File: config.mk
export PLATFORM = sky130hd
export DESIGN_NAME = uart_tx_fifo
export DESIGN_NICKNAME = d
export VERILOG_FILES = /design/src/rtl/uart_tx_fifo.sv
export SDC_FILE = /design/constraint.sdc
export NUM_CORES = 1
export LEC_CHECK = 0
export CORE_ASPECT_RATIO = 1.1
export CORE_MARGIN = 5
export CORE_UTILIZATION = 38
export CTS_BUF_LIST = sky130_fd_sc_hd__clkbuf_2
export CTS_CLUSTER_DIAMETER = 150
export CTS_CLUSTER_SIZE = 25
export DETAILED_ROUTE_END_ITERATION = 7
export GPL_TIMING_DRIVEN = 1
export SLEW_MARGIN = 20
export SYNTH_ARGS = -nofsm -noshare
export SYNTH_HDL_FRONTEND = slang
export SYNTH_SLANG_ARGS = --single-unit
File: constraint.sdc
create_clock -name clk -period 3.74 [get_ports clk]
set_input_delay 1.122 -clock clk [delete_from_list [all_inputs] [get_ports clk]]
set_output_delay 1.122 -clock clk [all_outputs]
set_load 0.02 [all_outputs]
File: src/rtl/uart_tx_fifo.sv
`default_nettype none
// ============================================================================
// Module   : uart_tx_fifo
// Desc     : Circular byte FIFO that launches one byte at a time into
//            uartTransmiter (dataValid pulse, then wait for done).
//            Optional watchdog: define UART_TX_FIFO_WDOG_EN.
// Revision : 1.0  initial release
// ============================================================================
module uart_tx_fifo #(
  parameter int DEPTH     = 16,
  parameter int ADDR_W    = 4,
  parameter int WDOG_CLKS = 65535
) (
  input  logic              clk,
  input  logic              rst_n,
  input  logic              wr_en,
  input  logic [7:0]        wr_data,
  output logic              full,
  output logic              empty,
  output logic [ADDR_W:0]   count,
  output logic              ovf,
  output logic              tx_dv,
  output logic [7:0]        tx_byte,
  input  logic              tx_active,
  input  logic              tx_done,
  output logic              wdog_err
);

  localparam logic [0:0]      c_IDLE      = 1'b0;
  localparam logic [0:0]      c_WAIT_DONE = 1'b1;
  localparam logic [ADDR_W:0] c_FULL_CNT  = (ADDR_W + 1)'(DEPTH);

  if (DEPTH < 2 || DEPTH != (1 << ADDR_W) || WDOG_CLKS < 1) begin : g_param_check
    $fatal(1, "uart_tx_fifo: illegal DEPTH/ADDR_W/WDOG_CLKS");
  end

  logic [7:0]        r_mem [DEPTH];
  logic [ADDR_W-1:0] r_wr_ptr;
  logic [ADDR_W-1:0] r_rd_ptr;
  logic [ADDR_W:0]   r_count;
  logic              r_full;
  logic              r_empty;
  logic              r_ovf;
  logic              r_tx_dv;
  logic [7:0]        r_tx_byte;
  logic [0:0]        r_state;
  logic [0:0]        w_state_nxt;
  logic              w_wr_acc;
  logic              w_can_launch;
  logic              w_pop;
  logic              w_wdog_to;
  logic [ADDR_W:0]   w_count_nxt;

  // Acceptance uses the registered full flag, so a same-cycle pop never frees room.
  assign w_wr_acc     = wr_en && !r_full;
  assign w_can_launch = (r_count != '0) && !tx_active && !tx_done;

  always_ff @(posedge clk) begin
    if (!rst_n) r_state <= c_IDLE;
    else        r_state <= w_state_nxt;
  end

  always_comb begin
    w_state_nxt = r_state;
    case (r_state)
      c_IDLE:      if (w_can_launch)          w_state_nxt = c_WAIT_DONE;
      c_WAIT_DONE: if (tx_done || w_wdog_to)  w_state_nxt = c_IDLE;
      default:                                w_state_nxt = c_IDLE;
    endcase
  end

  always_comb begin
    w_pop = (r_state == c_IDLE) && w_can_launch;
  end

  always_comb begin
    w_count_nxt = r_count;
    case ({w_wr_acc, w_pop})
      2'b10:   w_count_nxt = r_count + (ADDR_W + 1)'(1);
      2'b01:   w_count_nxt = r_count - (ADDR_W + 1)'(1);
      default: w_count_nxt = r_count;
    endcase
  end

  always_ff @(posedge clk) begin
    if (!rst_n) begin
      r_wr_ptr  <= '0;
      r_rd_ptr  <= '0;
      r_count   <= '0;
      r_full    <= 1'b0;
      r_empty   <= 1'b1;
      r_ovf     <= 1'b0;
      r_tx_dv   <= 1'b0;
      r_tx_byte <= 8'h00;
    end else begin
      if (w_wr_acc)          r_wr_ptr <= r_wr_ptr + ADDR_W'(1);
      if (wr_en && r_full)   r_ovf    <= 1'b1;
      if (w_pop) begin
        r_rd_ptr  <= r_rd_ptr + ADDR_W'(1);
        r_tx_byte <= r_mem[r_rd_ptr];
      end
      r_tx_dv <= w_pop;
      r_count <= w_count_nxt;
      r_full  <= (w_count_nxt == c_FULL_CNT);
      r_empty <= (w_count_nxt == '0);
    end
  end

  // Storage is deliberately left out of reset.
  always_ff @(posedge clk) begin
    if (w_wr_acc) r_mem[r_wr_ptr] <= wr_data;
  end

`ifdef UART_TX_FIFO_WDOG_EN
  localparam int c_WDOG_W = $clog2(WDOG_CLKS + 1);

  logic [c_WDOG_W-1:0] r_wdog_cnt;
  logic                r_wdog_err;

  assign w_wdog_to = (r_state == c_WAIT_DONE) && !tx_done &&
                     (r_wdog_cnt == c_WDOG_W'(WDOG_CLKS - 1));

  always_ff @(posedge clk) begin
    if (!rst_n) begin
      r_wdog_cnt <= '0;
      r_wdog_err <= 1'b0;
    end else begin
      if (r_state == c_WAIT_DONE) r_wdog_cnt <= r_wdog_cnt + c_WDOG_W'(1);
      else                        r_wdog_cnt <= '0;
      if (w_wdog_to)              r_wdog_err <= 1'b1;
    end
  end

  assign wdog_err = r_wdog_err;
`else
  assign w_wdog_to = 1'b0;
  assign wdog_err  = 1'b0;
`endif

  assign full    = r_full;
  assign empty   = r_empty;
  assign count   = r_count;
  assign ovf     = r_ovf;
  assign tx_dv   = r_tx_dv;
  assign tx_byte = r_tx_byte;

endmodule
`default_nettype wire

==> results_dict.tcl <==
set metrics [dict create \
    run_status "finished, final reports clean" \
    start_kind "flip-flop" \
    syn_area_per_cell_sq_um 15.2 \
    fp.dieArea_sq_um 18900 \
    critPathMaxStageDelay_ps 650 \
    num_io_pins 31 \
    crit_fanout 6 \
    netlist_top_cells_count "128 x edfxtp_1, 63 x mux2i_1, 31 x nor2_1, 31 x o22ai_1, 26 x dfxtp_1" \
    cts.sinks 154 \
    holdBufCountCts 0 \
    synthMuxAreaShare_pct 10.9 \
    synthAdderAreaFrac_pct 2.14 \
    power_frac_clock_pct 29.2 \
    cts_buffer_depth 2 \
    synth.most_common_cell "edfxtp_1" \
    clock_latency_ps 690 \
    synth_top_family_by_area "multiplexers" \
    cp-end-kind "primary output" \
    portBuffers 29 \
    hp-class "reg2reg" \
    cts_tree "yes" \
    yosysUniqueCellTypes 38 \
    ff2ff_setup_slack_ps 1100 \
    grt_max_degree 48 \
    maxCapViolCount 0 \
    seq_power_share_pct 59.2 \
    synthCells 406 \
    die_height_um 144 \
    switchingPower_uw 893 \
    max_slew_margin_pct 43.1 \
    grt_pass1_wl_mm 19.0 \
    rsz0062_at_grt "no" \
    p_leak_uw 0.00223 \
    cp.arrival_ps 1860 \
    path_class "reg2out" \
    setup_violations 0 \
    avgRoutedWirePerCell_um 17.7 \
    synth_xor_area_share_pct 1.27 \
    vias 3385 \
    gp_routability_congestion 0.762 \
    htreeDepth 4 \
    ys.flop_type "edfxtp_1" \
    drc 0 \
    dpl.cell_count 638 \
    required_ps 2620 \
    crit_chain "clkdlybuf4s50_1" \
    drt-vias-per-instance 5.04 \
    initial_core_util_pct 38.2 \
    hold_violations 0 \
    ys_warn_count 0 \
    synth_edf_count 128 \
    synth_area_sq_um 6190 \
    die_w_um 132 \
    fin_setup_tns_ps 0 \
    multi_input_area_sq_um 1690 \
    comb_power_share_pct 11.6 \
    syn_nets 429 \
    cp.buffers_inverters 1 \
    post_cts_resize_count 0 \
    nets 476 \
    drtAntennaViolNets 0 \
    min_period_ps 2980 \
    synth-simple-area-share_pct 6.84 \
    synth_compound_area_share_pct 6.07 \
    hpwl_mm 7.82 \
    num_rows 49 \
    fin_worst_skew_ps 39.1 \
    slew_violations 0 \
    synth-seq-cells 154 \
    synth_seq_area_share_pct 70.5 \
    regArea_sq_um 4370 \
    drive_gt1_share_pct 12.2 \
    synth_area_leaders "edfxtp_1 62%, mux2i_1 10%, dfxtp_1 8.4%" \
    first_global_vias 3522 \
    p_int_uw 2420 \
    antenna_found_initial 0 \
    cts_buffers 17 \
    cpLargestDelayFamily "buffers and inverters" \
    core-area_sq_um 16200 \
    cts-root-buf "clkbuf_2" \
    grt_usage_pct 13.2 \
    peakVddDrop_mv 0.272 \
    routed_wl_mm 11.9 \
    switching_share_pct 27.0 \
    p_per_area_nw_per_um2 471 \
    cp_slowest_cell "clkdlybuf4s50_1" \
    synth_top_area_cell "edfxtp_1" \
    async_flop_share_pct 0 \
    areaGrowthSynthToFinish_pct 13.6 \
    yosysTopAreaCellShare_pct 62.1 \
    finalCritPeriodShare_pct 79.7 \
    grt_overflow_total 0 \
    post-cts-setup-buffer-count 0 \
    timing.fmax_mhz 335 \
    path_clk_slew_ps 230 \
    firstDrtPassIters 4 \
    tightest_slew_ps 853 \
    initialDrtViolationCount 169 \
    fillers 1482 \
    finalPower_uw 3310 \
    fin_cells 671 \
]
per-layer routing:
metal  GRT usage [%]  vias to the layer above  wire (um)
met1            17.0                     1651       5230
met4            4.55                        0        123
met3            3.92                       10        728
met2            21.6                       87       5810
li1                -                     1637          -
met5               0                        -          0
sequential cells by signal (all words and copies together) (netlist names):
name,flops
count,5
empty,1
full,1
ovf,1
r_mem,128
r_rd_ptr,4
r_state,1
r_wr_ptr,4
tx_byte,8
tx_dv,1
cell usage in the layout (no fill, tap or decap), types with 3 or more instances in the layout:
cell type        synthesis  layout
dfxtp_1                 26      25
nor2_1                  31      31
mux2i_1                 63      63
buf_4                    6      20
nor2b_1                  6       6
o21ai_1                 10      10
and2_1                  10      10
clkdlybuf4s50_1          0      29
nor3_1                   5       5
inv_6                    0       6
edfxtp_1               128     128
clkbuf_2                 0      17
inv_1                    3       3
a31oi_1                  7       7
o22ai_1                 31      31
ha_1                     9       9
nand2_1                 13      13
xnor2_1                  7       7
a21oi_1                  8       8
nand3b_1                 4       4
nand2b_1                 3       3
layout make-up:
class | instances | share of cell area (%)
antenna | 1 | 0.0356
clock buffer | 17 | 1.21
clock inverter | 15 | 2.54
inverter | 3 | 0.160
multi-input combinational | 228 | 24.0
sequential | 154 | 62.1
tap | 204 | 3.63
timing repair buffer | 49 | 6.26
through the flow:
stage               cell area, sq um  setup WS, ps  hold WS, ps  util [%]
global placement                6760           232          481      41.8
global route                    7030           568          549      43.4
floorplan                       6190           554          577         -
finish                          7030           759          514      43.4
CTS                             7030           631          524      43.4
detailed placement              6760           115          477      41.8
kinds of logic after synthesis:
| logic type | after synthesis |
|---|---|
| other | 1 |
| buffers and inverters | 24 |
| AOI/OAI and AO/OA | 60 |
| muxes | 65 |
| adders and majority gates | 10 |
| xor gates and xnor gates | 9 |
| and+or+nand+nor | 83 |
| DFF | 154 |
power by group through the flow:
stage / combinational (uW) / clock (uW) / sequential, uW
floorplan: 208 / 0 / 2020
global placement: 379 / 0 / 2000
detailed placement: 386 / 0 / 2000
CTS: 388 / 1000 / 1960
global route: 423 / 1080 / 1970
finish: 383 / 967 / 1960
final timing paths:
check	start	cells after the start	to
worst min-delay path	ovf$_SDFFE_PN0P_	2	ovf$_SDFFE_PN0P_
worst min register to register	ovf$_SDFFE_PN0P_	2	ovf$_SDFFE_PN0P_
worst max register to register	count[0]$_SDFF_PN0_	9	full$_SDFF_PN0_
worst max-delay path	count[0]$_SDFF_PN0_	1	count[0]
(Power assumes the default switching activity.)
